[src/rtl/tmc_pkg.sv]
// tmc_pkg: shared constants and types for the TMC block-RAM register file.
// Provides the default RAM geometry, the requester index map, and the
// arbiter state type used by tmc_bram_port_arbiter.
package tmc_pkg;

    localparam int TMC_MEM_AW = 6;
    localparam int TMC_MEM_DW = 32;
    localparam int TMC_NREQ   = 4;

    localparam int REQ_HOST  = 0;
    localparam int REQ_SPIM  = 1;
    localparam int REQ_STEP0 = 2;
    localparam int REQ_STEP1 = 3;

    typedef enum logic {
        ARB_FREE  = 1'b0,
        ARB_OWNED = 1'b1
    } arb_state_t;

endpackage

[src/rtl/tmc_rr_pick.sv]
// tmc_rr_pick: combinational rotate-priority encoder.
// Ports:
//   elig  in  NREQ  requesters allowed to win this cycle
//   ptr   in  IW    index of the previous winner; search starts at ptr+1
//   found out 1     at least one eligible requester
//   idx   out IW    winning requester index (0 when nothing found)
module tmc_rr_pick
    import tmc_pkg::*;
#(
    parameter int NREQ = TMC_NREQ,
    parameter int IW   = 2
) (
    input  logic [NREQ-1:0] elig,
    input  logic [IW-1:0]   ptr,
    output logic            found,
    output logic [IW-1:0]   idx
);

    logic [IW-1:0] cand;

    // Walk ptr+1, ptr+2, ... wrapping modulo NREQ, and keep the first
    // eligible requester; the previous winner therefore has lowest priority.
    always_comb begin
        found = 1'b0;
        idx   = '0;
        cand  = '0;
        for (int k = 1; k <= NREQ; k++) begin
            cand = IW'((int'(ptr) + k) % NREQ);
            if (!found && elig[cand]) begin
                found = 1'b1;
                idx   = cand;
            end
        end
    end

endmodule

[src/rtl/tmc_bram_port_arbiter.sv]
// tmc_bram_port_arbiter: round-robin arbiter sharing one port of the 64x32
// block-RAM register file between NREQ requesters, with a lock for atomic
// read-modify-write and a watchdog that breaks abandoned locks.
// Ports:
//   clk, reset            rising-edge clock, synchronous active-high reset
//   req/we/lock           per-requester access request, write flag, keep-ownership flag
//   addr/wdata            packed per-requester word address and write data
//   gnt                   one-cycle grant pulse (one-hot or zero)
//   rvalid/rdata          one-cycle read-valid pulse per requester, shared read data
//   lock_err              one-cycle pulse when the watchdog releases a lock
//   mem_en/we/addr/din    registered RAM port controls
//   mem_dout              RAM read data, one cycle after the enabled access
module tmc_bram_port_arbiter
    import tmc_pkg::*;
#(
    parameter int NREQ    = TMC_NREQ,
    parameter int AW      = TMC_MEM_AW,
    parameter int DW      = TMC_MEM_DW,
    parameter int LOCK_TO = 64
) (
    input  logic               clk,
    input  logic               reset,
    input  logic [NREQ-1:0]    req,
    input  logic [NREQ-1:0]    we,
    input  logic [NREQ-1:0]    lock,
    input  logic [NREQ*AW-1:0] addr,
    input  logic [NREQ*DW-1:0] wdata,
    output logic [NREQ-1:0]    gnt,
    output logic [NREQ-1:0]    rvalid,
    output logic [DW-1:0]      rdata,
    output logic               lock_err,
    output logic               mem_en,
    output logic               mem_we,
    output logic [AW-1:0]      mem_addr,
    output logic [DW-1:0]      mem_din,
    input  logic [DW-1:0]      mem_dout
);

    localparam int IW = (NREQ > 1) ? $clog2(NREQ) : 1;
    localparam int WW = $clog2(LOCK_TO + 1);

    arb_state_t      state;
    logic [IW-1:0]   owner;
    logic [IW-1:0]   ptr;
    logic [WW-1:0]   wdog;
    logic [NREQ-1:0] elig;
    logic [NREQ-1:0] owner_mask;
    logic [NREQ-1:0] win_onehot;
    logic            found;
    logic [IW-1:0]   win;

    // A requester whose grant is showing this cycle is still holding req for
    // that same access, so it must sit out one edge. While a lock is held,
    // only the owner may compete.
    always_comb begin
        owner_mask = '0;
        win_onehot = '0;
        for (int i = 0; i < NREQ; i++) begin
            owner_mask[i] = (owner == IW'(i));
            win_onehot[i] = (win == IW'(i));
        end
        elig = req & ~gnt;
        if (state == ARB_OWNED) begin
            elig = elig & owner_mask;
        end
    end

    tmc_rr_pick #(
        .NREQ (NREQ),
        .IW   (IW)
    ) u_pick (
        .elig  (elig),
        .ptr   (ptr),
        .found (found),
        .idx   (win)
    );

    assign rdata = mem_dout;

    // Registered RAM port mux, grant/rvalid pulses, lock state and watchdog.
    // A read issued this cycle (gnt with mem_we low) becomes rvalid next
    // cycle, which lines up with the RAM's one-cycle read latency. The
    // watchdog only releases a lock on an edge where the owner is not being
    // granted; that edge still arbitrates under the old ownership, so other
    // requesters compete from the following edge.
    always_ff @(posedge clk) begin
        if (reset) begin
            state    <= ARB_FREE;
            owner    <= '0;
            ptr      <= IW'(NREQ - 1);
            wdog     <= '0;
            gnt      <= '0;
            rvalid   <= '0;
            lock_err <= 1'b0;
            mem_en   <= 1'b0;
            mem_we   <= 1'b0;
            mem_addr <= '0;
            mem_din  <= '0;
        end else begin
            rvalid   <= gnt & {NREQ{~mem_we}};
            gnt      <= '0;
            mem_en   <= 1'b0;
            mem_we   <= 1'b0;
            lock_err <= 1'b0;
            if (found) begin
                gnt      <= win_onehot;
                mem_en   <= 1'b1;
                mem_we   <= we[win];
                mem_addr <= addr[int'(win)*AW +: AW];
                mem_din  <= wdata[int'(win)*DW +: DW];
                ptr      <= win;
                wdog     <= '0;
                if (lock[win]) begin
                    state <= ARB_OWNED;
                    owner <= win;
                end else begin
                    state <= ARB_FREE;
                end
            end else if (state == ARB_OWNED) begin
                if (wdog == WW'(LOCK_TO - 1)) begin
                    state    <= ARB_FREE;
                    lock_err <= 1'b1;
                    wdog     <= '0;
                end else begin
                    wdog <= wdog + 1'b1;
                end
            end
        end
    end

endmodule

[config.mk]
export PLATFORM = sky130hd
export DESIGN_NAME = tmc_bram_port_arbiter
export DESIGN_NICKNAME = d
export VERILOG_FILES = /design/src/rtl/tmc_pkg.sv /design/src/rtl/tmc_rr_pick.sv /design/src/rtl/tmc_bram_port_arbiter.sv
export SDC_FILE = /design/constraint.sdc
export NUM_CORES = 1
export LEC_CHECK = 0
export CORE_MARGIN = 4
export CORE_UTILIZATION = 30
export DETAILED_ROUTE_END_ITERATION = 10
export GPL_TIMING_DRIVEN = 1
export PLACE_DENSITY = 0.76
export SLEW_MARGIN = 20
export SYNTH_ARGS = -nofsm -noshare
export SYNTH_HDL_FRONTEND = slang
export SYNTH_SLANG_ARGS = --single-unit
[constraint.sdc]
create_clock -name clk -period 2.05 [get_ports clk]
set_clock_uncertainty 0.1 [all_clocks]
set_input_delay 0.3075 -clock clk [delete_from_list [all_inputs] [get_ports clk]]
set_output_delay 0.3075 -clock clk [all_outputs]
set_load 0.05 [all_outputs]
==> results.toml <==
[outcome]
outcome = "finished, violations left"
violations = "negative setup slack"

[final_layout]
n_fill_cell = 979
fin_cells = 738
fin_area_sq_mm = 0.006782
antenna_cells = 0
layout-drive-gt1-share_pct = 20.84
nets = 789
areaGrowthSynthToFinish_pct = 94.54

[logic_synthesis]
synth_top_area_share_pct = 35.03
yosysMostFrequentCell = "mux2i_1"
syn_area_sq_mm = 0.003486
synth.avg_cell_area_sq_um = 9.710
synth_nets = 558
synth_edf_count = 0
syn_inst = 359
async_reset_ff_share_pct = 0
ys_ff_latch = 61
yosys.cell_types.count = 39
synth_commonest_cells = "mux2i_1, dfxtp_1, nand3_1"
seq_area_frac_synth_pct = 35.03
yosys-top-cells-area = "dfxtp_1, mux2i_1, o221ai_1"
synthFlopType = "dfxtp_1"
synth_area_leader_cell = "dfxtp_1"
ys_warn_count = 0

[setup_path]
start_kind = "flop"
r2r-end = "owner[0]"
r2r_slack_ps = -150
end_kind = "flop"
cp_max_fo = 4
worstRegToRegCells = 8
reg2reg_from = "owner[1]"
required_ps = 2200
cp.arrival_ps = 2350
path_class = "flop to flop"
setup.worst_path.start = "owner[1]"

[clock_tree]
clk_pin_slew_ps = 60
cts_max_level = 3
cts_tree = "yes"
clkSinkCount = 61
cts-root-buf = "clkbuf_16"
clk_latency_ps = 320
cts_made_buffers = 9
clk_path_buf_depth = 2

[sta]
final-max-slew-violation-count = 0
min_period_over_period_pct = 107.3
finalHoldViolCount = 0
tns_ps = -4231
worst_pin_slew_ps = 538.0
fmax_ghz = 0.4547
maxSlewHeadroom_pct = 64.02
final-setup-viol-count = 43
rsz0062_at_grt = "true"
fin_crit_ps = 2199
finalWorstSetupSlack_ps = -149.3

[grt]
grt_pass1_wl_mm = 20.47
grtUsageTotal_pct = 19.67
gr-usage-met1_pct = 21.98
grt_max_degree = 45
busiest_layer = "met2"
grt_pass1_vias = 3931
grt_antenna_before_repair = 0
grt-ovfl-total = 0
grtUsageMet2_pct = 35.48
met3_usage_pct = 5.953

[min_path]
min_delay_path_depth = 2
whs_endpoint = "wdog[6]"
hp-start = "wdog[6]"
hold_class = "flop to flop"

[drt]
ant_nets = 0
wl_mm = 14.48
wl_per_cell_microns = 19.62
drc = 0
viasPerCell = 5.253
vias = 3877
drtIter0Drc = 163
drtPass1Iterations = 4

[floorplan]
fp-row-count = 39
io_pins = 279
dieArea_sq_mm = 0.01341
die_height_microns = 115.8
start_util_pct = 30.53
die_w_microns = 115.8
core_area_sq_mm = 0.01142

[power]
p_per_area_mw_per_mm2 = 1683
peakVddDrop_mv = 1.020
leakage_nw = 2.765

[place]
gp_congestion = 0.7980
dpl.hpwl_mm = 9.803
numPortBuffers = 214
dpl-instance-area_sq_mm = 0.005897
place_inst = 701

[run]
timing.max_cap.violations = 0
## state kept, by name (all words and copies together) (netlist names)
register  cells
mem_din      32
wdog          7
mem_addr      6
gnt           4
rvalid        4
owner         2
ptr           2
lock_err      1
mem_en        1
mem_we        1
state         1
## metrics by stage
| step | setup slack [ps] | power [W] | hold WS (ps) | util (%) |
|---|---|---|---|---|
| after floorplan | 2.020 | 0.005877 | 276.6 | - |
| after global routing | -221.0 | 0.01190 | 377.2 | 59.39 |
| after global placement | -453.8 | 0.008016 | 336.0 | 51.64 |
| after detailed placement | -572.0 | 0.008160 | 355.7 | 51.64 |
| final | -149.3 | 0.01141 | 360.2 | 59.39 |
| after CTS | -92.71 | 0.01106 | 364.8 | 57.53 |
## routing by layer
layer  part of all wire, %  wire [microns]  vias to the layer above
met5                     0               0                        -
met4                   3.0             432                        0
met3                   7.8            1129                       42
met2                    52            7537                      191
met1                    37            5376                     1853
li1                      -               -                     1791
## placed cells by master, fill, tap and decap left out, types with 4 or more instances in the layout
cell type,count
and2_1,6
buf_12,14
buf_4,23
buf_6,19
clkbuf_16,14
clkdlybuf4s50_1,212
dfxtp_1,54
dfxtp_4,5
mux2i_1,70
mux2i_2,9
nand2_1,10
nand3_1,40
nand4_1,5
nor2_1,14
nor2_2,4
o221ai_1,38
## worst max-delay path by stage
stage	endpoint	cells past startpoint
2_1_floorplan	mem_addr[5]	9
3_3_place_gp	mem_din[0]	9
3_5_place_dp	mem_din[16]	9
4_1_cts	mem_din[15]	10
5_1_grt	owner[0]	8
6_report	owner[0]	8
## critical path, cell delays in order (launching register included)
cell,delay [ps]
dfxtp_4,370
nand2b_4,170
a221oi_4,320
o21bai_1,150
and2_4,210
buf_12,130
mux2_4,310
a21boi_4,180
mux2i_1,180
## power by group
part           internal, W  switching (W)
Combinational      0.00414        0.00383
Sequential         0.00163       0.000276
Clock              0.00100       0.000528
## timing repair
action                                  CTS  global route
hold endpoints to repair                  0             0
endpoints found under the setup margin   44            52
pin swaps                                27            24
hold buffers                              0             0
cloned                                    4             6
setup buffers                             9             5
resized for setup                        40            26
## cell families (layout without fill, tap and decap cells)
logic type                 Yosys count  count (layout)  share of synthesized area (%)
and+or+nand+nor                     96              96                          14.11
muxes                               83              83                          24.52
DFF                                 61              61                          35.03
buffers and inverters               59             295                          11.13
AOI/OAI and AO/OA                   55              55                          13.86
xor gates and xnor gates             4               4                          1.005
adders and majority gates            1               1                         0.3589
## final cells by class
| type | count | area, sq um | share of cell area (%) |
|---|---|---|---|
| timing repair buffer | 278 | 3008 | 44.35 |
| multi-input combinational | 239 | 2044 | 30.15 |
| sequential | 61 | 1242 | 18.32 |
| clock buffer | 12 | 256.5 | 3.782 |
| tap | 143 | 178.9 | 2.638 |
| clock inverter | 4 | 47.55 | 0.7011 |
| inverter | 1 | 3.754 | 0.05535 |
(Power assumes the default switching activity.)
